## config.mk

```make
export PLATFORM = sky130hd
export DESIGN_NAME = sccb_init_seq
export DESIGN_NICKNAME = d
export VERILOG_FILES = /design/src/rtl/sccb_init_pkg.sv /design/src/rtl/init_delay_timer.sv /design/src/rtl/sccb_init_seq.sv
export SDC_FILE = /design/constraint.sdc
export NUM_CORES = 1
export LEC_CHECK = 0
export ABC_AREA = 1
export BUFFER_PORTS_ARGS = -buffer_cell sky130_fd_sc_hd__buf_2
export CORE_MARGIN = 4
export CORE_UTILIZATION = 54
export DETAILED_ROUTE_END_ITERATION = 10
export GPL_ROUTABILITY_DRIVEN = 0
export PLACE_DENSITY = 0.81
export SLEW_MARGIN = 20
export SYNTH_ARGS = -nofsm -noshare
export SYNTH_HDL_FRONTEND = slang
export SYNTH_SLANG_ARGS = --single-unit
export TNS_END_PERCENT = 100
```

## constraint.sdc

```tcl
create_clock -name clk -period 2.6 [get_ports clk]
set_clock_uncertainty 0.15 [all_clocks]
set_input_delay 0.39 -clock clk [delete_from_list [all_inputs] [get_ports clk]]
set_output_delay 0.39 -clock clk [all_outputs]
set_load 0.02 [all_outputs]
```

## src/rtl/sccb_init_pkg.sv

```systemverilog
// Shared types and constants for the SCCB camera init sequencer.
package sccb_init_pkg;

  typedef enum logic [3:0] {
    IDLE,
    FETCH,
    DECODE,
    WRITE,
    WAIT_W,
    READ,
    WAIT_R,
    DELAY,
    NEXT,
    FINISH,
    ABORT
  } state_t;

  // Table opcodes carried in the sub_addr field
  localparam logic [7:0] OP_DELAY = 8'hF0;
  localparam logic [7:0] OP_END   = 8'hFF;

  // Register that is never read back (its write resets the sensor)
  localparam logic [7:0] REG_NO_VERIFY = 8'h12;

  typedef struct packed {
    logic [7:0] sub_addr;
    logic [7:0] value;
  } tbl_entry_t;

  // Cycle count for a delay entry; a 0 ms entry still waits 1 ms
  function automatic logic [31:0] delay_cycles(input logic [7:0] ms,
                                               input int unsigned cyc_per_ms);
    logic [31:0] n;
    n = (ms == 8'd0) ? 32'd1 : {24'd0, ms};
    return n * cyc_per_ms;
  endfunction

endpackage

```

## src/rtl/init_delay_timer.sv

```systemverilog
// Millisecond delay timer: load with a ms count, pulses expired on the
// last cycle of the delay so the sequencer spends exactly ms*CYC_PER_MS
// cycles waiting.
module init_delay_timer
  import sccb_init_pkg::*;
#(
  parameter int unsigned CYC_PER_MS = 50000
) (
  input  logic       clk,
  input  logic       reset,
  input  logic       load,
  input  logic [7:0] ms,
  output logic       expired
);

  logic [31:0] remaining;
  logic        running;

  // Load the full cycle count, then count down while running
  always_ff @(posedge clk or posedge reset) begin
    if (reset) begin
      remaining <= '0;
      running   <= 1'b0;
    end else if (load) begin
      remaining <= delay_cycles(ms, CYC_PER_MS);
      running   <= 1'b1;
    end else if (running) begin
      remaining <= remaining - 32'd1;
      if (remaining == 32'd1) running <= 1'b0;
    end
  end

  // Expiry coincides with the final counted cycle
  always_comb begin
    expired = running && (remaining == 32'd1);
  end

endmodule

```

## src/rtl/sccb_init_seq.sv

```systemverilog
// Walks an external init table for each camera in turn, issuing SCCB
// register writes (optionally read back and compared), ms delays and
// retries, and reports completion or the failing camera/entry.
module sccb_init_seq
  import sccb_init_pkg::*;
#(
  parameter int unsigned NUM_CAM    = 2,
  parameter int unsigned TBL_DEPTH  = 64,
  parameter logic [7:0]  CHIP_ADDR  = 8'h42,
  parameter int unsigned CYC_PER_MS = 50000,
  parameter int unsigned MAX_RETRY  = 3
) (
  input  logic        clk,
  input  logic        reset,
  input  logic        start,
  input  logic        verify_en,
  output logic        busy,
  output logic        done,
  output logic        error,
  output logic [1:0]  err_cam,
  output logic [7:0]  err_idx,
  output logic [1:0]  cam_sel,
  output logic [7:0]  tbl_addr,
  input  logic [15:0] tbl_data,
  output logic        m_start,
  output logic        m_rd,
  output logic [7:0]  m_addr,
  output logic [7:0]  m_subaddr,
  output logic [7:0]  m_wdata,
  input  logic [7:0]  m_rdata,
  input  logic        m_done,
  input  logic        m_nack
);

  localparam logic [1:0] LAST_CAM = 2'(NUM_CAM - 1);
  localparam logic [7:0] LAST_IDX = 8'(TBL_DEPTH - 1);
  localparam logic [7:0] MAX_R    = 8'(MAX_RETRY);
  localparam logic [7:0] WR_ADDR  = CHIP_ADDR & 8'hFE;
  localparam logic [7:0] RD_ADDR  = CHIP_ADDR | 8'h01;

  state_t     state, next;
  tbl_entry_t fetched, entry;
  logic [7:0] retry;
  logic       verify_q;
  logic       start_go, retry_go, advance_go, abort_go, cam_go;
  logic       timer_load, timer_expired;

  assign fetched = tbl_data;

  init_delay_timer #(.CYC_PER_MS(CYC_PER_MS)) u_timer (
    .clk     (clk),
    .reset   (reset),
    .load    (timer_load),
    .ms      (fetched.value),
    .expired (timer_expired)
  );

  // State register
  always_ff @(posedge clk or posedge reset) begin
    if (reset) state <= IDLE;
    else       state <= next;
  end

  // Next state; failures and advances are resolved after the case so
  // every wait state shares the same retry/advance rules
  always_comb begin
    logic fail;
    next       = state;
    fail       = 1'b0;
    start_go   = 1'b0;
    retry_go   = 1'b0;
    advance_go = 1'b0;
    abort_go   = 1'b0;
    cam_go     = 1'b0;
    timer_load = 1'b0;
    unique case (state)
      IDLE, FINISH, ABORT: begin
        if (start) begin
          next     = FETCH;
          start_go = 1'b1;
        end
      end
      FETCH: next = DECODE;
      DECODE: begin
        if (fetched.sub_addr == OP_END) begin
          next = NEXT;
        end else if (fetched.sub_addr == OP_DELAY) begin
          next       = DELAY;
          timer_load = 1'b1;
        end else begin
          next = WRITE;
        end
      end
      WRITE: next = WAIT_W;
      WAIT_W: begin
        if (m_done) begin
          if (m_nack) fail = 1'b1;
          else if (verify_q && entry.sub_addr != REG_NO_VERIFY) next = READ;
          else advance_go = 1'b1;
        end
      end
      READ: next = WAIT_R;
      WAIT_R: begin
        if (m_done) begin
          if (m_nack || m_rdata != entry.value) fail = 1'b1;
          else advance_go = 1'b1;
        end
      end
      DELAY: begin
        if (timer_expired) advance_go = 1'b1;
      end
      NEXT: begin
        if (cam_sel == LAST_CAM) begin
          next = FINISH;
        end else begin
          next   = FETCH;
          cam_go = 1'b1;
        end
      end
      default: next = IDLE;
    endcase
    if (fail) begin
      if (retry < MAX_R) begin
        retry_go = 1'b1;
        next     = WRITE;
      end else begin
        abort_go = 1'b1;
        next     = ABORT;
      end
    end
    if (advance_go) next = (tbl_addr == LAST_IDX) ? NEXT : FETCH;
  end

  // Table position, retry count, latched entry and abort location
  always_ff @(posedge clk or posedge reset) begin
    if (reset) begin
      cam_sel  <= '0;
      tbl_addr <= '0;
      retry    <= '0;
      verify_q <= 1'b0;
      entry    <= '0;
      err_cam  <= '0;
      err_idx  <= '0;
    end else begin
      if (state == DECODE) entry <= fetched;
      if (start_go) begin
        cam_sel  <= '0;
        tbl_addr <= '0;
        retry    <= '0;
        verify_q <= verify_en;
        err_cam  <= '0;
        err_idx  <= '0;
      end
      if (retry_go) retry <= retry + 8'd1;
      if (abort_go) begin
        err_cam <= cam_sel;
        err_idx <= tbl_addr;
      end
      if (advance_go) begin
        retry <= '0;
        if (tbl_addr != LAST_IDX) tbl_addr <= tbl_addr + 8'd1;
      end
      if (cam_go) begin
        cam_sel  <= cam_sel + 2'd1;
        tbl_addr <= '0;
      end
    end
  end

  // Outputs decoded from state; idle states drive all bus fields to 0
  always_comb begin
    busy      = !(state == IDLE || state == FINISH || state == ABORT);
    done      = (state == FINISH);
    error     = (state == ABORT);
    m_start   = (state == WRITE) || (state == READ);
    m_rd      = (state == READ) || (state == WAIT_R);
    m_addr    = '0;
    m_subaddr = '0;
    m_wdata   = '0;
    if (state == WRITE || state == WAIT_W) begin
      m_addr    = WR_ADDR;
      m_subaddr = entry.sub_addr;
      m_wdata   = entry.value;
    end else if (state == READ || state == WAIT_R) begin
      m_addr    = RD_ADDR;
      m_subaddr = entry.sub_addr;
    end
  end

endmodule

```

==> results_dict.tcl, run 1 <==
set metrics [dict create \
    gr-total-overflow 0 \
    synth_top_area_frac 0.3028 \
    r2r.worst_path.cells 10 \
    worst_slew_pin_slew_ns 0.5550 \
    power_density_mw_per_mm2 811.8 \
    antenna_found_initial 0 \
    crit_path_end_kind "flop" \
    p_int_w 0.003910 \
    clk_path_buf_depth 2 \
    leakage_nw 4.466 \
    drive_gt1_frac 0.2947 \
    setup_viol_count_final 17 \
    n_antenna_cell 0 \
    mostFrequentLayoutCells "nand2_1 (191), nor2_1 (125), inv_1 (125)" \
    p_clk_frac 0.169 \
    ys_seq_area_frac 0.3028 \
    final_common_cell "nand2_1" \
    h-tree-depth 3 \
    grt_pass1_vias 7047 \
    min_path_cells 3 \
    fillers 828 \
    wl_met2_um 10530 \
    numCtsBuffers 9 \
    switchingPower_w 0.003412 \
    fp.dieW_um 120.0 \
    syn_to_final_growth_pct 33.08 \
    ir_drop_mv 0.5593 \
    hold_viol 0 \
    cts_sinks 82 \
    cts.reportedPaths.clkPinSlew_ns 0.07 \
    slew_violations 0 \
    arrival_ns 4.18 \
    dr_wl_met3_um 1847 \
    die_area_sq_mm 0.01441 \
    slew_headroom 0.6269 \
    tritoncts "built" \
    synth-seq-cells 82 \
    post-route-min-period_ns 4.101 \
    wl_per_cell_um 17.69 \
    synth_top_area_cell "dfrtp_1" \
    design_power_total_w 0.007322 \
    worstSkewPairLatency_ns 0.35 \
    chipHeight_um 120.0 \
    power_frac_comb 0.570 \
    hp-class "in2reg" \
    ant_nets 0 \
    route.detailed.drc 0 \
    vias 7389 \
    regArea_sq_mm 0.002053 \
    post_dp_cell_area_sq_mm 0.007993 \
    ioPinCount 79 \
    seq_power_share 0.260 \
    drt_pre_antenna_iters 6 \
    top_layer "met4" \
    layout_setup_ws_ns -1.501 \
    drv_cap 0 \
    synth.distinct_cells 42 \
    critPathRequiredTime_ns 2.68 \
    drtIter0Drc 803 \
    cts_root_buffer "clkbuf_16" \
    critPathKind "in2reg" \
    ys_warn_count 0 \
    vias_per_cell 5.693 \
    start_util 0.5573 \
    dp_hpwl_um 14180 \
    track_usage 0.2792 \
    wl_um 22960 \
    p_sw_frac 0.4660 \
    cp-start-kind "primary input" \
    num_rows 40 \
    drt-met1-wl_um 9069 \
    syn-instance-count 968 \
    ys_top_cells_by_area "dfrtp_1 (30%), nand2_1 (12%), ha_1 (11%)" \
    avgSynthCellArea_sq_um 7.002 \
    holdWs_ns 0.1108 \
    status "finished with violations" \
    grt_pass1_wl_um 32660 \
    grt_max_degree 43 \
    synth_area_sq_mm 0.006778 \
    cp_max_fo 4 \
    period_share 1.577 \
    finalNetCount 1226 \
    timing.setup.tns_ns -20.35 \
    grt_setup_unrepaired "true" \
    place_worst_setup_slack_ns -1.596 \
    fmax_mhz 243.9 \
    io_buffer_count 73 \
    multi_input_area_sq_mm 0.004767 \
    final_cell_area_sq_mm 0.009020 \
    core-area_sq_mm 0.01216 \
    violations "setup timing" \
]
==> cell families after synthesis <==
group	after synthesis	share of synthesized area
compound gates	142	0.1108
xor+xnor	22	0.02843
fa+ha+maj	71	0.1444
buf+inv	168	0.09987
flops	82	0.3028
other cells	1	0.0005533
simple gates	482	0.3133
==> final timing paths <==
check	start	end	slack (ns)
setup / recovery	tbl_data[6]	u_timer.remaining[24]	-1.50
hold / removal	verify_en	verify_q	0.11
setup reg to reg	u_timer.remaining[0]	u_timer.remaining[30]	0.30
hold reg to reg	retry[4]	retry[4]	0.35
max in group asynchronous	reset	u_timer.remaining[13]	1.21
min in group asynchronous	reset	tbl_addr[4]	0.43
==> sequential cells by signal (all words and copies together) (netlist names) <==
name	count
u_timer.remaining	32
entry	16
err_idx	8
retry	8
tbl_addr	8
state	4
cam_sel	2
err_cam	2
u_timer.running	1
verify_q	1
==> cell usage after synthesis <==
cell type,instances
a31oi_2,1
inv_1,137
o21a_1,1
o21ai_0,78
a21oi_2,1
o21ai_1,9
o211ai_1,1
buf_4,9
xor2_1,18
nand4_4,1
a21boi_0,1
o21bai_1,2
o22ai_1,3
nand2_1,213
xnor2_1,4
nor4_1,4
nand2_4,3
nand3_1,54
nor2b_1,1
conb_1,1
nand4_1,16
ha_1,59
buf_2,4
o31ai_1,1
inv_2,10
nor2_2,12
nand3b_1,4
fa_1,12
nor2_4,5
nand2_2,6
buf_6,1
nor3_1,15
or2_2,4
clkbuf_1,6
nor4_2,1
dfrtp_1,82
a21oi_1,40
o221ai_1,2
nor2_1,140
buf_1,1
a31oi_1,2
nand3_2,3
==> cell type report <==
type	count	area share
clock buffers	9	0.02497
inverters	147	0.06284
multi-input cells	722	0.5285
well taps	168	0.02330
repair buffers	163	0.1260
clock inverters	7	0.006797
flip-flops and latches	82	0.2276
==> what timing repair did <==
action	CTS	global route
hold endpoints to repair	16	0
gates resized for setup	70	61
setup buffers	15	7
pin swaps	44	44
endpoints found under the setup margin	17	28
hold buffers	1	0
==> layer usage <==
layer / vias up / track usage
met3: 145 / 0.05702
met1: 3420 / 0.3581
met2: 408 / 0.4545
met5: - / 0
met4: 0 / 0.1260
li1: 3416 / -
==> power groups by stage <==
stage	Sequential [W]	Combinational, W	Clock (W)
CTS	0.00188	0.00368	0.00125
global route	0.00194	0.00451	0.00131
detailed placement	0.00190	0.00337	0
finish	0.00191	0.00418	0.00124
global placement	0.00189	0.00329	0
floorplan	0.00190	0.00233	0
==> metrics by stage <==
stage,util,cells
2_1_floorplan,-,972
3_3_place_gp,0.6572,1262
3_5_place_dp,0.6572,1262
4_1_cts,0.7184,1293
5_1_grt,0.7417,1298
6_report,0.7417,1298
==> critical path, stage by stage <==
cell,delay [ns]
buf_8,0.08
clkinvlp_4,0.09
ha_4,0.17
nand3_4,0.08
nor2_4,0.06
buf_6,0.12
nor2_4,0.25
ha_4,0.28
fa_1,0.49
fa_2,0.58
ha_4,0.21
ha_4,0.18
a21oi_4,0.15
nor2_1,0.10
nor2_2,0.22
o21ai_4,0.12
nand2_1,0.11
nand2_2,0.09
nand2_1,0.07
nand2_1,0.09
o21ai_1,0.15
o21ai_1,0.09
Power figures use the tool's default switching activity.
==> run 2: changes to the inputs <==
BUFFER_PORTS_ARGS = -buffer_cell sky130_fd_sc_hd__buf_4   (was -buffer_cell sky130_fd_sc_hd__buf_2)
==> run 2 against run 1 <==
The run still ends with setup timing left. Core utilization is 1.7 points higher. Cell count is 0.23% higher. Register-to-register slack worse by 0.06 ns. Fmax is 0.15% higher. First-iteration DRC count is 17% higher. Sequential power hardly changed. Worst hold slack worse by 0.020 ns. Count of clock-buffer cells in the layout is 1 higher. Global-route usage is 1.4 points higher. Setup slack better by 0.0062 ns. Wire length is 7.1% higher. Critical path type unchanged. Largest power group unchanged.
==> results_dict.tcl, run 2 (synthesis results as in run 1) <==
set metrics [dict create \
    status "finished with violations" \
    violations "setup timing" \
    cts_sinks 82 \
    num_rows 40 \
    h-tree-depth 3 \
    wl_um 24590 \
    slew_headroom 0.6500 \
    drt-met1-wl_um 9231 \
    crit_chain "buf_6 > clkinvlp_4 > ha_4 > nand3_4 > nor2_4 > nor2_4 > nor2_2 > nor2_2 > ha_1 > inv_2 > fa_1 > inv_1 > fa_1 > ha_4 > nand2_2 > nand2_2 > o21ai_4 > o21ai_2 > nand3b_1 > nand2_2 > nand2_2 > nand3_2 > nand2_1 > nand2_1" \
    worst_slew_pin_slew_ns 0.5230 \
    layout_setup_ws_ns -1.495 \
    finalNetCount 1229 \
    wl_met2_um 11110 \
    vias_per_cell 5.801 \
    dp_hpwl_um 14600 \
    cp-start-kind "primary input" \
    route.detailed.drc 0 \
    power_density_mw_per_mm2 814.9 \
    n_antenna_cell 0 \
    design_power_total_w 0.007516 \
    leakage_nw 4.502 \
    clk_path_buf_depth 2 \
    grt_max_degree 64 \
    drv_cap 0 \
    critPathSlowestCell "fa_1" \
    arrival_ns 4.24 \
    syn_to_final_growth_pct 36.09 \
    fp.dieW_um 120.0 \
    track_usage 0.2934 \
    die_area_sq_mm 0.01441 \
    worstSkewPairLatency_ns 0.36 \
    ir_drop_mv 0.4457 \
    slew_violations 0 \
    antenna_found_initial 1 \
    ant_nets 0 \
    period_share 1.575 \
    setup_viol_count_final 18 \
    timing.setup.tns_ns -22.33 \
    hold_viol 0 \
    vias 7547 \
    mostFrequentLayoutCells "nand2_1 (192), buf_4 (145), nor2_1 (125)" \
    hp-class "in2reg" \
    grt_setup_unrepaired "true" \
    dp_cells 1264 \
    gr-total-overflow 0 \
    grt_pass1_wl_um 34150 \
    wl_per_cell_um 18.90 \
    top_layer "met5" \
    fmax_mhz 244.2 \
    grt_pass1_vias 7057 \
    core-area_sq_mm 0.01216 \
    crit_path_frequent_cell "nand2_2" \
    drive_gt1_frac 0.3036 \
    largest_register_ffs 32 \
    drt_pre_antenna_iters 6 \
    post_dp_cell_area_sq_mm 0.008190 \
    cts.reportedPaths.clkPinSlew_ns 0.06 \
    holdWs_ns 0.09111 \
    numCtsBuffers 9 \
    tritoncts "built" \
    cts_root_buffer "clkbuf_16" \
    dr_wl_met3_um 2243 \
    chipHeight_um 120.0 \
    ioPinCount 79 \
    top_register "u_timer.remaining" \
    final_common_cell "nand2_1" \
    final_cell_area_sq_mm 0.009224 \
    io_buffer_count 73 \
    start_util 0.5573 \
    cp_max_fo 4 \
    critPathRequiredTime_ns 2.74 \
    drtIter0Drc 938 \
    critPathKind "in2reg" \
    max_stage_delay_ns 0.50 \
    post-route-min-period_ns 4.095 \
    fin_cells 1301 \
    top_regs "u_timer.remaining: 32 flops, entry: 16 flops" \
    crit_path_end_kind "flop" \
]
## run 2: area by class of cell
type / count / area [sq um]
Multi-Input combinational cell: 722 / 4780
Tap cell: 168 / 210.2
Sequential cell: 82 / 2052
Timing Repair Buffer: 166 / 1333
Clock inverter: 6 / 48.80
Fill cell: 824 / 2938
Inverter: 147 / 571.8
Clock buffer: 10 / 229.0
## run 2: worst paths after layout
check / depth (start not counted) / slack [ns] / from / endpoint
max: 24 / -1.49 / tbl_data[6] / u_timer.remaining[22]
min: 3 / 0.09 / verify_en / verify_q
max reg2reg: 10 / 0.24 / state[0] / u_timer.remaining[12]
min reg2reg: 2 / 0.35 / retry[7] / retry[7]
max in group asynchronous: 4 / 1.18 / reset / u_timer.remaining[15]
min in group asynchronous: 3 / 0.46 / reset / tbl_addr[2]
## run 2: repair_timing
action                                  4_1_cts  5_1_grt
gates resized for setup                      76       63
pin swaps                                    50       57
cloned                                        0        0
buffers inserted                             12       11
endpoints found under the hold margin        19        0
endpoints found under the setup margin       17       27
hold buffers                                  1        0
## run 2: per-stage QoR
step | util | worst slack, ns
finish | 0.7584 | -1.495
global route | 0.7584 | -1.581
CTS | 0.7304 | -1.114
detailed placement | 0.6735 | -1.615
global placement | 0.6735 | -1.473
floorplan | - | -1.216
## run 2: power breakdown
part	switching, W	internal (W)	leakage (nW)
sequential	0.000322	0.00159	1.02
clock	0.000572	0.000657	0.126
combinational	0.00258	0.00179	3.36
## run 2: per-layer routing
layer,GRT usage,vias up
li1,-,3417
met1,0.3632,3472
met2,0.4949,486
met3,0.06221,170
met4,0.1246,2
met5,0,-
## run 2: worst max-delay path, delay by kind of cell
family / cells / cell delay, ns
simple gates: 13 / 1.32
compound gates: 2 / 0.29
fa+ha+maj: 5 / 1.85
buf+inv: 4 / 0.36
==> run 3: changes to the inputs <==
CORE_ASPECT_RATIO = 2   (was not set)
==> run 3 against run 2 <==
First-iteration DRC count shrank 51%. Core utilization shrank 0.62 points. Total power increased by 2.3%. Cell count fell by 1.6%. Global-route usage is 0.78 points higher. The run still ends with setup timing left. Register-to-register slack gained 0.04 ns. Final area down 0.54%. Flip-flop and latch count did not move. Clock power rose by 23%. Largest power group unchanged. Die area up 0.76%.
==> results_dict.tcl, run 3 (synthesis results as in run 1) <==
set metrics [dict create \
    gr-total-overflow 0 \
    die_area_sq_mm 0.01452 \
    worst_slew_pin_slew_ns 0.5662 \
    post-route-min-period_ns 3.791 \
    place_worst_setup_slack_ns -1.524 \
    grt_max_degree 83 \
    cp-start-kind "primary input" \
    max_stage_delay_ns 0.45 \
    switchingPower_w 0.003330 \
    wl_um 22390 \
    hold_viol 0 \
    dp_hpwl_um 15720 \
    start_util 0.5558 \
    design_power_total_w 0.007687 \
    track_usage 0.3012 \
    num_rows 57 \
    p_clk_frac 0.196 \
    critPathRequiredTime_ns 2.69 \
    antenna_found_initial 0 \
    period_share 1.458 \
    crit_path_end_kind "flop" \
    drive_gt1_frac 0.2930 \
    critPathBufInv 7 \
    r2r-start "state[3]" \
    vias 7254 \
    worstSkewPairLatency_ns 0.34 \
    ir_drop_mv 0.8983 \
    r2r-end "state[3]" \
    vias_per_cell 5.667 \
    syn_to_final_growth_pct 35.35 \
    power_frac_comb 0.556 \
    arrival_ns 3.88 \
    numCtsBuffers 9 \
    post_dp_cell_area_sq_mm 0.008194 \
    drv_cap 0 \
    p_sw_frac 0.4332 \
    top_regs "u_timer.remaining: 32 flops, entry: 16 flops" \
    io_buffer_count 73 \
    crit_family "adder cells" \
    top_register "u_timer.remaining" \
    p_int_w 0.004357 \
    grt_setup_unrepaired "true" \
    fmax_mhz 263.8 \
    cts_sinks 82 \
    status "finished with violations" \
    power_density_mw_per_mm2 838.0 \
    final_common_cell "nand2_1" \
    drtIter0Drc 457 \
    fin_cells 1280 \
    mostFrequentLayoutCells "nand2_1 (197), buf_4 (150), nor2_1 (126), inv_1 (126), dfrtp_1 (80)" \
    tritoncts "built" \
    dp_cells 1247 \
    cp_max_fo 4 \
    fp.dieW_um 87.22 \
    cts.reportedPaths.clkPinSlew_ns 0.06 \
    cts_root_buffer "clkbuf_16" \
    clk_path_buf_depth 2 \
    crit_path_frequent_cell "nand2_1" \
    cp.depth 25 \
    grt_pass1_vias 7518 \
    drt_pre_antenna_iters 7 \
    slew_violations 0 \
    leakage_nw 4.517 \
    critPathKind "in2reg" \
    hp-class "in2async" \
    violations "setup timing" \
    seq_power_share 0.248 \
    core-area_sq_mm 0.01220 \
    grt_pass1_wl_um 34560 \
    r2r.worst_path.cells 12 \
    reg2reg_slack_ns 0.28 \
    finalNetCount 1229 \
    slew_headroom 0.6194 \
    endpoint "u_timer.remaining[22]" \
    ioPinCount 79 \
    cp-startpoint "tbl_data[6]" \
    largest_register_ffs 32 \
    layout_setup_ws_ns -1.191 \
    route.detailed.drc 0 \
    n_antenna_cell 0 \
    h-tree-depth 3 \
    ant_nets 0 \
    critPathSlowestCell "fa_1" \
    setup_viol_count_final 17 \
    postCtsHoldBufs 0 \
    wl_per_cell_um 17.49 \
    final_cell_area_sq_mm 0.009174 \
    chipHeight_um 166.4 \
]
run 3: cell count changes in the layout (fill, tap and decap cells not counted), moves of 3 or more:
cell,change
nand2_1,+5
buf_6,-6
nand2_4,-4
clkinvlp_4,-3
inv_2,-5
a21oi_1,+3
buf_4,+5
bufinv_16,+3
inv_1,+5
nand3_1,+3
run 3: tightest hold or removal path: stages:
cell and delay, ns:
buf_4 0.12, clkinvlp_4 0.07, buf_12 0.36
run 3: how the worst min path moves through the flow:
stage,slack [ns],endpoint,start
floorplan,0.31,retry[4],retry[4]
global placement,0.32,retry[3],retry[3]
detailed placement,0.33,retry[3],retry[3]
CTS,0.03,retry[5],reset
global route,0.03,retry[5],reset
finish,0.01,retry[7],reset
run 3: per-layer routing:
layer	global-route usage	share of wire	up-vias
li1	-	-	3406
met1	0.2701	0.32	3394
met2	0.5727	0.55	306
met3	0.03856	0.040	148
met4	0.2291	0.087	0
met5	0	0	-
run 3: final cells by class:
class	count	area, sq um
sequential	82	2054
clock buffer	10	239.0
fill	876	3022
inverter	147	571.8
multi-input combinational	723	4705
tap	147	183.9
clock inverter	6	112.6
timing repair buffer	165	1308
run 3: timing repair:
item / CTS / global route
gates cloned: 0 / 1
buffers inserted: 13 / 3
endpoints found under the hold margin: 0 / 0
pin swaps: 34 / 27
endpoints found under the setup margin: 26 / 27
resized for setup: 65 / 45
run 3: power by group through the flow:
stage,Sequential [W],Clock (W),Combinational (W)
2_1_floorplan,0.00190,0,0.00233
3_3_place_gp,0.00189,0,0.00354
3_5_place_dp,0.00191,0,0.00360
4_1_cts,0.00189,0.00152,0.00390
5_1_grt,0.00194,0.00157,0.00464
6_report,0.00191,0.00151,0.00428
run 3: stage by stage:
step	setup TNS [ns]	hold WS [ns]	utilization
6_report	-17.40	0.01209	0.7522
3_3_place_gp	-23.04	0.3206	0.6719
4_1_cts	-15.26	0.03186	0.7349
3_5_place_dp	-24.07	0.3328	0.6719
2_1_floorplan	-17.78	0.3102	-
5_1_grt	-19.59	0.03209	0.7522
